## src/rtl/muldiv_pkg.sv

```systemverilog
// ---------------------------------------------------------------------------
// muldiv_pkg
//   Shared definitions for the iterative multiply/divide unit:
//     - RV32M/RV64M funct3 encodings (F3_MUL .. F3_REMU)
//     - FSM state encoding (S_IDLE, S_CALC, S_DONE)
//     - helpers telling whether an opcode treats rs1 / rs2 as signed
//   No ports (package).
// ---------------------------------------------------------------------------
package muldiv_pkg;

   localparam logic [2:0] F3_MUL    = 3'b000;
   localparam logic [2:0] F3_MULH   = 3'b001;
   localparam logic [2:0] F3_MULHSU = 3'b010;
   localparam logic [2:0] F3_MULHU  = 3'b011;
   localparam logic [2:0] F3_DIV    = 3'b100;
   localparam logic [2:0] F3_DIVU   = 3'b101;
   localparam logic [2:0] F3_REM    = 3'b110;
   localparam logic [2:0] F3_REMU   = 3'b111;

   typedef enum logic [1:0] {
      S_IDLE = 2'd0,
      S_CALC = 2'd1,
      S_DONE = 2'd2
   } state_t;

   // rs1 is interpreted as signed
   function automatic logic f3_a_signed(input logic [2:0] f3);
      return (f3 == F3_MULH) || (f3 == F3_MULHSU) || (f3 == F3_DIV) || (f3 == F3_REM);
   endfunction

   // rs2 is interpreted as signed
   function automatic logic f3_b_signed(input logic [2:0] f3);
      return (f3 == F3_MULH) || (f3 == F3_DIV) || (f3 == F3_REM);
   endfunction

endpackage

```

## src/rtl/muldiv_div_core.sv

```systemverilog
// ---------------------------------------------------------------------------
// muldiv_div_core
//   One combinational restoring-division step on unsigned magnitudes.
//   The partial remainder is shifted left taking in the next dividend bit
//   (MSB of quot_i); if the divisor fits it is subtracted and a 1 enters the
//   quotient, otherwise the shifted remainder is kept and a 0 enters.
//   After XLEN steps starting from rem=0, quot=dividend: quot=quotient,
//   rem=remainder.
// Ports
//   rem_i      in  XLEN  partial remainder
//   quot_i     in  XLEN  dividend bits still to shift in / quotient so far
//   divisor_i  in  XLEN  divisor magnitude
//   rem_o      out XLEN  next partial remainder
//   quot_o     out XLEN  next quotient/dividend shift register
// ---------------------------------------------------------------------------
module muldiv_div_core
   import muldiv_pkg::*;
#(
   parameter int XLEN = 32
) (
   input  logic [XLEN-1:0] rem_i,
   input  logic [XLEN-1:0] quot_i,
   input  logic [XLEN-1:0] divisor_i,
   output logic [XLEN-1:0] rem_o,
   output logic [XLEN-1:0] quot_o
);

   logic [XLEN:0] rem_sh;
   logic [XLEN:0] diff;
   logic          fits;

   always_comb begin
      rem_sh = {rem_i, quot_i[XLEN-1]};
      diff   = rem_sh - {1'b0, divisor_i};
      // rem_i < divisor keeps rem_sh < 2*divisor, so the top bit of the
      // difference is a clean borrow flag.
      fits   = ~diff[XLEN];
      rem_o  = fits ? diff[XLEN-1:0] : rem_sh[XLEN-1:0];
      quot_o = {quot_i[XLEN-2:0], fits};
   end

endmodule

```

## src/rtl/muldiv_unit.sv

```systemverilog
// ---------------------------------------------------------------------------
// muldiv_unit
//   Iterative RV32M/RV64M multiply/divide execute unit. Accepts one op via
//   in_valid/in_ready, computes it over XLEN cycles (one bit per cycle),
//   and returns the result via out_valid/out_ready.
//   Handshake: a transfer happens on a rising edge where valid&ready are
//   both high; out_valid and result stay stable until that transfer.
//   Divide corner cases (divide by zero, MIN_INT/-1) skip CALC entirely.
// Configuration
//   FAST_MUL_EN  defined: multiplies use a single-cycle '*' in CALC.
//                undefined (default): multiplies are iterative shift-add.
// Ports
//   clk        in   1     rising-edge clock
//   reset      in   1     synchronous active-high reset
//   flush      in   1     synchronous abort of any op in flight
//   in_valid   in   1     op_a/op_b/funct3 valid
//   in_ready   out  1     unit can accept (IDLE and not in reset)
//   funct3     in   3     MUL..REMU
//   op_a       in   XLEN  rs1 value
//   op_b       in   XLEN  rs2 value
//   out_valid  out  1     result valid, held until out_ready
//   out_ready  in   1     consumer takes result
//   result     out  XLEN  registered result
//   busy       out  1     FSM not in IDLE
// ---------------------------------------------------------------------------
module muldiv_unit
   import muldiv_pkg::*;
#(
   parameter int XLEN = 32
) (
   input  logic            clk,
   input  logic            reset,
   input  logic            flush,
   input  logic            in_valid,
   output logic            in_ready,
   input  logic [2:0]      funct3,
   input  logic [XLEN-1:0] op_a,
   input  logic [XLEN-1:0] op_b,
   output logic            out_valid,
   input  logic            out_ready,
   output logic [XLEN-1:0] result,
   output logic            busy
);

   localparam int              CNT_W   = $clog2(XLEN) + 1;
   localparam logic [XLEN-1:0] MIN_INT = {1'b1, {(XLEN-1){1'b0}}};

   state_t            state_q, state_d;
   logic [CNT_W-1:0]  cnt_q, cnt_d;
   logic [2:0]        f3_q, f3_d;
   logic              neg_q, neg_d;        // final result needs negation
   logic [XLEN-1:0]   rem_q, rem_d;        // div: remainder / mul: product high
   logic [XLEN-1:0]   quot_q, quot_d;      // div: quotient  / mul: product low
   logic [XLEN-1:0]   opb_q, opb_d;        // div: divisor   / mul: multiplicand
   logic [XLEN-1:0]   result_q, result_d;
   logic              out_valid_q, out_valid_d;

   // ---------------- accept-side decode ----------------
   logic            a_sign, b_sign;
   logic [XLEN-1:0] a_mag, b_mag;
   logic            in_is_div, b_zero, div_ovf, special;
   logic [XLEN-1:0] special_res;
   logic            neg_in;

   always_comb begin
      a_sign    = op_a[XLEN-1] & f3_a_signed(funct3);
      b_sign    = op_b[XLEN-1] & f3_b_signed(funct3);
      a_mag     = a_sign ? -op_a : op_a;
      b_mag     = b_sign ? -op_b : op_b;
      in_is_div = funct3[2];
      // remainder follows the dividend; everything else follows a^b
      neg_in    = (funct3 == F3_REM) ? a_sign : (a_sign ^ b_sign);
      b_zero    = (op_b == '0);
      div_ovf   = ((funct3 == F3_DIV) || (funct3 == F3_REM)) &&
                  (op_a == MIN_INT) && (&op_b);
      special   = in_is_div && (b_zero || div_ovf);
      // funct3[1] selects REM/REMU over DIV/DIVU
      if (b_zero) special_res = funct3[1] ? op_a : '1;
      else        special_res = funct3[1] ? '0   : MIN_INT;
   end

   // ---------------- one iteration step ----------------
   logic            is_div_q;
   logic [XLEN-1:0] div_rem, div_quot;
   logic [XLEN:0]   mul_sum;
   logic [XLEN-1:0] step_hi, step_lo;

   assign is_div_q = f3_q[2];

   muldiv_div_core #(.XLEN(XLEN)) u_div_core (
      .rem_i     (rem_q),
      .quot_i    (quot_q),
      .divisor_i (opb_q),
      .rem_o     (div_rem),
      .quot_o    (div_quot)
   );

   // Shift-add: add multiplicand into the high half when the current
   // multiplier LSB is set, then shift {carry,hi,lo} right by one.
   always_comb begin
      mul_sum = {1'b0, rem_q} + (quot_q[0] ? {1'b0, opb_q} : '0);
      step_hi = is_div_q ? div_rem  : mul_sum[XLEN:1];
      step_lo = is_div_q ? div_quot : {mul_sum[0], quot_q[XLEN-1:1]};
   end

   // ---------------- sign fix-up on the final step ----------------
   logic [2*XLEN-1:0] prod_fix;
   logic [XLEN-1:0]   quot_fix, rem_fix, div_res, mul_res;

   always_comb begin
      prod_fix = neg_q ? -{step_hi, step_lo} : {step_hi, step_lo};
      quot_fix = neg_q ? -step_lo : step_lo;
      rem_fix  = neg_q ? -step_hi : step_hi;
      div_res  = f3_q[1] ? rem_fix : quot_fix;
   end

`ifdef FAST_MUL_EN
   // Raw operands are latched for multiplies; sign-extending them to the
   // product width gives the same low 2*XLEN bits as an XLEN+1 signed multiply.
   logic                     fa_s, fb_s;
   logic signed [2*XLEN-1:0] fast_a, fast_b, fast_prod;

   always_comb begin
      fa_s      = quot_q[XLEN-1] & f3_a_signed(f3_q);
      fb_s      = opb_q[XLEN-1]  & f3_b_signed(f3_q);
      fast_a    = {{XLEN{fa_s}}, quot_q};
      fast_b    = {{XLEN{fb_s}}, opb_q};
      fast_prod = fast_a * fast_b;
      mul_res   = (f3_q == F3_MUL) ? fast_prod[XLEN-1:0] : fast_prod[2*XLEN-1:XLEN];
   end
`else
   always_comb begin
      mul_res = (f3_q == F3_MUL) ? prod_fix[XLEN-1:0] : prod_fix[2*XLEN-1:XLEN];
   end
`endif

   // ---------------- FSM next state ----------------
   logic last_step;

   always_comb begin
`ifdef FAST_MUL_EN
      last_step = !is_div_q || (cnt_q == CNT_W'(XLEN-1));
`else
      last_step = (cnt_q == CNT_W'(XLEN-1));
`endif
   end

   always_comb begin
      state_d     = state_q;
      cnt_d       = cnt_q;
      f3_d        = f3_q;
      neg_d       = neg_q;
      rem_d       = rem_q;
      quot_d      = quot_q;
      opb_d       = opb_q;
      result_d    = result_q;
      out_valid_d = out_valid_q;

      case (state_q)
         S_IDLE: begin
            if (in_valid && in_ready) begin
               f3_d  = funct3;
               neg_d = neg_in;
               cnt_d = '0;
               rem_d = '0;
               if (in_is_div) begin
                  quot_d = a_mag;
                  opb_d  = b_mag;
               end else begin
`ifdef FAST_MUL_EN
                  quot_d = op_a;
                  opb_d  = op_b;
`else
                  quot_d = b_mag;   // multiplier, consumed LSB first
                  opb_d  = a_mag;   // multiplicand
`endif
               end
               if (special) begin
                  result_d    = special_res;
                  out_valid_d = 1'b1;
                  state_d     = S_DONE;
               end else begin
                  state_d     = S_CALC;
               end
            end
         end
         S_CALC: begin
            rem_d  = step_hi;
            quot_d = step_lo;
            cnt_d  = cnt_q + CNT_W'(1);
            if (last_step) begin
               result_d    = is_div_q ? div_res : mul_res;
               out_valid_d = 1'b1;
               cnt_d       = '0;
               state_d     = S_DONE;
            end
         end
         S_DONE: begin
            if (out_ready) begin
               out_valid_d = 1'b0;
               state_d     = S_IDLE;
            end
         end
         default: begin
            state_d     = S_IDLE;
            out_valid_d = 1'b0;
         end
      endcase

      // Abort wins over any accept or completion in the same cycle.
      if (flush) begin
         state_d     = S_IDLE;
         out_valid_d = 1'b0;
         cnt_d       = '0;
         result_d    = result_q;
      end
   end

   always_ff @(posedge clk) begin
      if (reset) begin
         state_q     <= S_IDLE;
         cnt_q       <= '0;
         f3_q        <= '0;
         neg_q       <= 1'b0;
         rem_q       <= '0;
         quot_q      <= '0;
         opb_q       <= '0;
         result_q    <= '0;
         out_valid_q <= 1'b0;
      end else begin
         state_q     <= state_d;
         cnt_q       <= cnt_d;
         f3_q        <= f3_d;
         neg_q       <= neg_d;
         rem_q       <= rem_d;
         quot_q      <= quot_d;
         opb_q       <= opb_d;
         result_q    <= result_d;
         out_valid_q <= out_valid_d;
      end
   end

   assign in_ready  = (state_q == S_IDLE) && !reset;
   assign busy      = (state_q != S_IDLE);
   assign out_valid = out_valid_q;
   assign result    = result_q;

endmodule

```

## config.mk

```make
export PLATFORM = sky130hd
export DESIGN_NAME = muldiv_unit
export DESIGN_NICKNAME = d
export VERILOG_FILES = /design/src/rtl/muldiv_pkg.sv /design/src/rtl/muldiv_div_core.sv /design/src/rtl/muldiv_unit.sv
export SDC_FILE = /design/constraint.sdc
export NUM_CORES = 1
export LEC_CHECK = 0
export CAP_MARGIN = 25
export CORE_MARGIN = 2
export CORE_UTILIZATION = 40
export CTS_BUF_LIST = sky130_fd_sc_hd__clkbuf_8 sky130_fd_sc_hd__clkbuf_16
export DETAILED_ROUTE_END_ITERATION = 10
export PLACE_DENSITY = 0.68
export SLEW_MARGIN = 20
export SYNTH_ARGS = -nofsm -noshare
export SYNTH_HDL_FRONTEND = slang
export SYNTH_SLANG_ARGS = --single-unit
```

## constraint.sdc

```tcl
create_clock -name clk -period 10.2 [get_ports clk]
set_input_delay 2.04 -clock clk [delete_from_list [all_inputs] [get_ports clk]]
set_output_delay 2.04 -clock clk [all_outputs]
set_load 0.01 [all_outputs]
```

==> impl_metrics.json <==
{
  "num_rows": 73,
  "hold_end": "result[21]$_SDFFE_PP0P_",
  "drv_slew": 0,
  "grt_max_degree": 93,
  "cts_hold_buf": 0,
  "fin_crit_sh_pct": 62.9,
  "outcome": "completed",
  "stdcell_count": 2858,
  "grt_pass1_wl_um": 106000,
  "multi_input_area_sq_mm": 0.0124,
  "synth_area_leaders": "dfxtp_1, a21oi_1, nand2_1",
  "p_per_area_mw_per_mm2": 111,
  "worst_pin_slew_ns": 1.10,
  "area_growth_pct": 11.5,
  "synth-async-reset-ratio_pct": 0,
  "place_congestion": 0.995,
  "r2r_cells": 24,
  "io_pins": 107,
  "first_global_vias": 17000,
  "nFillCells": 4111,
  "num_antenna_cells": 0,
  "reg2reg_to": "result[24]$_SDFFE_PP0P_",
  "yosysSeqAreaShare_pct": 17.5,
  "netlist_area_sq_mm": 0.0161,
  "p_total_mw": 2.00,
  "cp.arrival_ns": 6.79,
  "clock_path_buffers": 2,
  "ant_nets": 0,
  "clkSinkCount": 141,
  "yosysTopAreaCell": "dfxtp_1",
  "via_per_inst": 6.43,
  "portBuffers": 106,
  "finalSetupViolations": 0,
  "h-tree-depth": 4,
  "synthFlopType": "dfxtp_1",
  "cp-start-kind": "input port",
  "slew_headroom_pct": 26.3,
  "antenna_found_initial": 0,
  "clk_pin_slew_ns": 0.07,
  "cts_tree": "yes",
  "first_iter_violations": 2192,
  "drt_pass1_iterations": 6,
  "cts_buffers": 17,
  "ys_types": 94,
  "final_core_util_pct": 45.3,
  "postSynthAreaPerCell_sq_um": 6.95,
  "synth_cells": 2321,
  "cap_violations": 0,
  "die_w_um": 205,
  "cts_resized": 0,
  "dpl.cell_count": 2826,
  "core_area_sq_mm": 0.0397,
  "finClkSkew_ns": 0.0193,
  "drive_gt1_share_pct": 6.22,
  "grtUsageTotal_pct": 33.1,
  "synth_edf_count": 0,
  "grt_setup_unrepaired": "no",
  "post-place-ws_ns": 3.45,
  "clock.fmax_ghz": 0.156,
  "cts-root-buf": "clkbuf_16",
  "holdPathStages": 2,
  "final-hold-violation-count": 0,
  "overflow": 0,
  "via_count": 18400,
  "cp.required_ns": 10.57,
  "yosysTopAreaCellShare_pct": 17.5,
  "endpoint_kind": "register",
  "synth_seq_cells": 141,
  "fin_ws_ns": 3.78,
  "insertion_delay_ns": 0.45,
  "drc": 0,
  "fin_nets": 2464,
  "crit_fanout": 12,
  "seqCellArea_sq_mm": 0.00283,
  "hold_class": "register to register",
  "wl_um": 70500,
  "start_util_pct": 40.6,
  "vdd_ir_drop_max_v": 0.0000895,
  "hold_start": "result[21]$_SDFFE_PP0P_",
  "p_leak_nw": 6.65,
  "rr_startpoint": "quot_q[31]$_SDFFE_PP0P_",
  "finalSetupTns_ns": 0,
  "ys_warn_count": 0,
  "finalCriticalPeriod_ns": 6.42,
  "dieArea_sq_mm": 0.0419,
  "r2r_slack_ns": 4.16,
  "cts_setup_buffers": 0,
  "die_h_um": 205,
  "syn_nets": 2465,
  "hpwlAfterDp_um": 54500,
  "wl_per_cell_um": 24.7,
  "path_class": "input port to register"
}
==> flip-flops by register name (all words and copies together), names as in the netlist <==
register / count
rem_q: 32
state_q: 2
f3_q: 3
neg_q: 1
quot_q: 32
opb_q: 32
out_valid: 1
result: 32
cnt_q: 6
==> critical path, cell delays in order <==
cell and delay [ns]:
clkdlybuf4s50_1 0.50, or4_1 0.61, nor4_2 0.24, nand3_1 0.19, or4_1 0.46, nor3_2 0.28
and3b_1 0.42, o211ai_2 0.17, nand2_1 0.14, nand2b_1 0.30, nor3_1 0.51, nand2_1 0.11
a221oi_1 0.60, o21bai_1 0.21
==> report_power, final <==
part	internal (mW)	leakage [nW]	total (mW)	switching, mW
sequential	0.571	1.15	0.604	0.0331
combinational	0.252	5.21	0.753	0.501
clock	0.367	0.288	0.645	0.279
total	1.19	6.65	2.00	0.813
==> stage by stage <==
| stage | area [sq um] | hold slack (ns) |
|---|---|---|
| floorplan | 16100 | 0.440 |
| global placement | 17400 | 0.440 |
| detailed placement | 17400 | 0.443 |
| CTS | 18000 | 0.457 |
| global route | 18000 | 0.478 |
| finish | 18000 | 0.451 |
==> worst max path at each step <==
stage | from | endpoint | slack [ns]
3_5_place_dp | op_b[13] | result[10]$_SDFFE_PP0P_ | 3.45
6_report | op_b[13] | result[10]$_SDFFE_PP0P_ | 3.78
3_3_place_gp | op_b[13] | result[10]$_SDFFE_PP0P_ | 3.49
4_1_cts | op_b[13] | result[10]$_SDFFE_PP0P_ | 3.89
2_1_floorplan | op_b[13] | result[28]$_SDFFE_PP0P_ | 5.04
5_1_grt | op_b[13] | result[10]$_SDFFE_PP0P_ | 3.58
==> cells by family (layout without fill, tap and decap cells) <==
kind of cell	after synthesis	in the layout	share of synthesized area, %
and+or+nand+nor	883	883	26.3
DFF	141	141	17.5
adders and majority gates	72	72	5.68
AOI/OAI and AO/OA	771	771	31.4
buffers and inverters	228	240	5.82
xor gates and xnor gates	155	155	8.42
muxes	71	71	4.85
==> synth_stat cells, types with 13 or more instances <==
master    instances
nand2_1         271
nor2_1          232
a21oi_1         231
dfxtp_1         141
o21ai_0         132
xnor2_1          99
clkbuf_1         93
nor3_1           85
inv_1            78
ha_1             70
o211ai_1         65
nand3_1          62
xor2_1           56
a211oi_1         43
and2_1           41
a31oi_1          38
mux2i_1          37
nand4_1          34
or3_1            31
mux2_2           29
a221oi_1         28
buf_1            26
a21o_1           25
o31ai_1          23
buf_2            21
o21a_1           18
nand2b_1         17
and3_1           16
o221ai_1         16
nor2b_1          15
o21bai_1         14
or2_2            13
==> metal layers <==
layer  routed length [um]  up-vias  GRT usage (%)
li1                     -     8558              -
met1                29600     8721           43.9
met2                32000      943           53.5
met3                 5280      152           3.37
met4                 3700        0           15.9
met5                    0        -              0
==> placed cells by master (no fill, tap or decap), types with 14 or more instances in the layout <==
master,n
and2_1,40
a31oi_1,38
inv_1,79
xnor2_1,99
o21bai_1,14
o21a_1,18
xor2_1,56
ha_1,70
o21ai_0,132
o211ai_1,65
o31ai_1,23
nand4_1,34
and3_1,16
a21o_1,25
a21oi_1,231
clkbuf_16,17
nor2_1,231
clkdlybuf4s50_1,104
nand3_1,62
nor3_1,85
mux2_2,29
mux2i_1,37
nor2b_1,14
o221ai_1,16
nand2b_1,16
nand2_1,270
a221oi_1,28
dfxtp_1,138
buf_4,25
a211oi_1,43
or3_1,31
==> area by class of cell <==
cell class / count / share of cell area (%)
Multi-Input combinational cell: 1952 / 68.9
Tap cell: 525 / 3.65
Clock buffer: 18 / 2.44
Sequential cell: 141 / 15.7
Clock inverter: 14 / 0.793
Inverter: 78 / 1.63
Timing Repair Buffer: 130 / 6.86
Note: power is estimated with default switching activity, not from simulation.
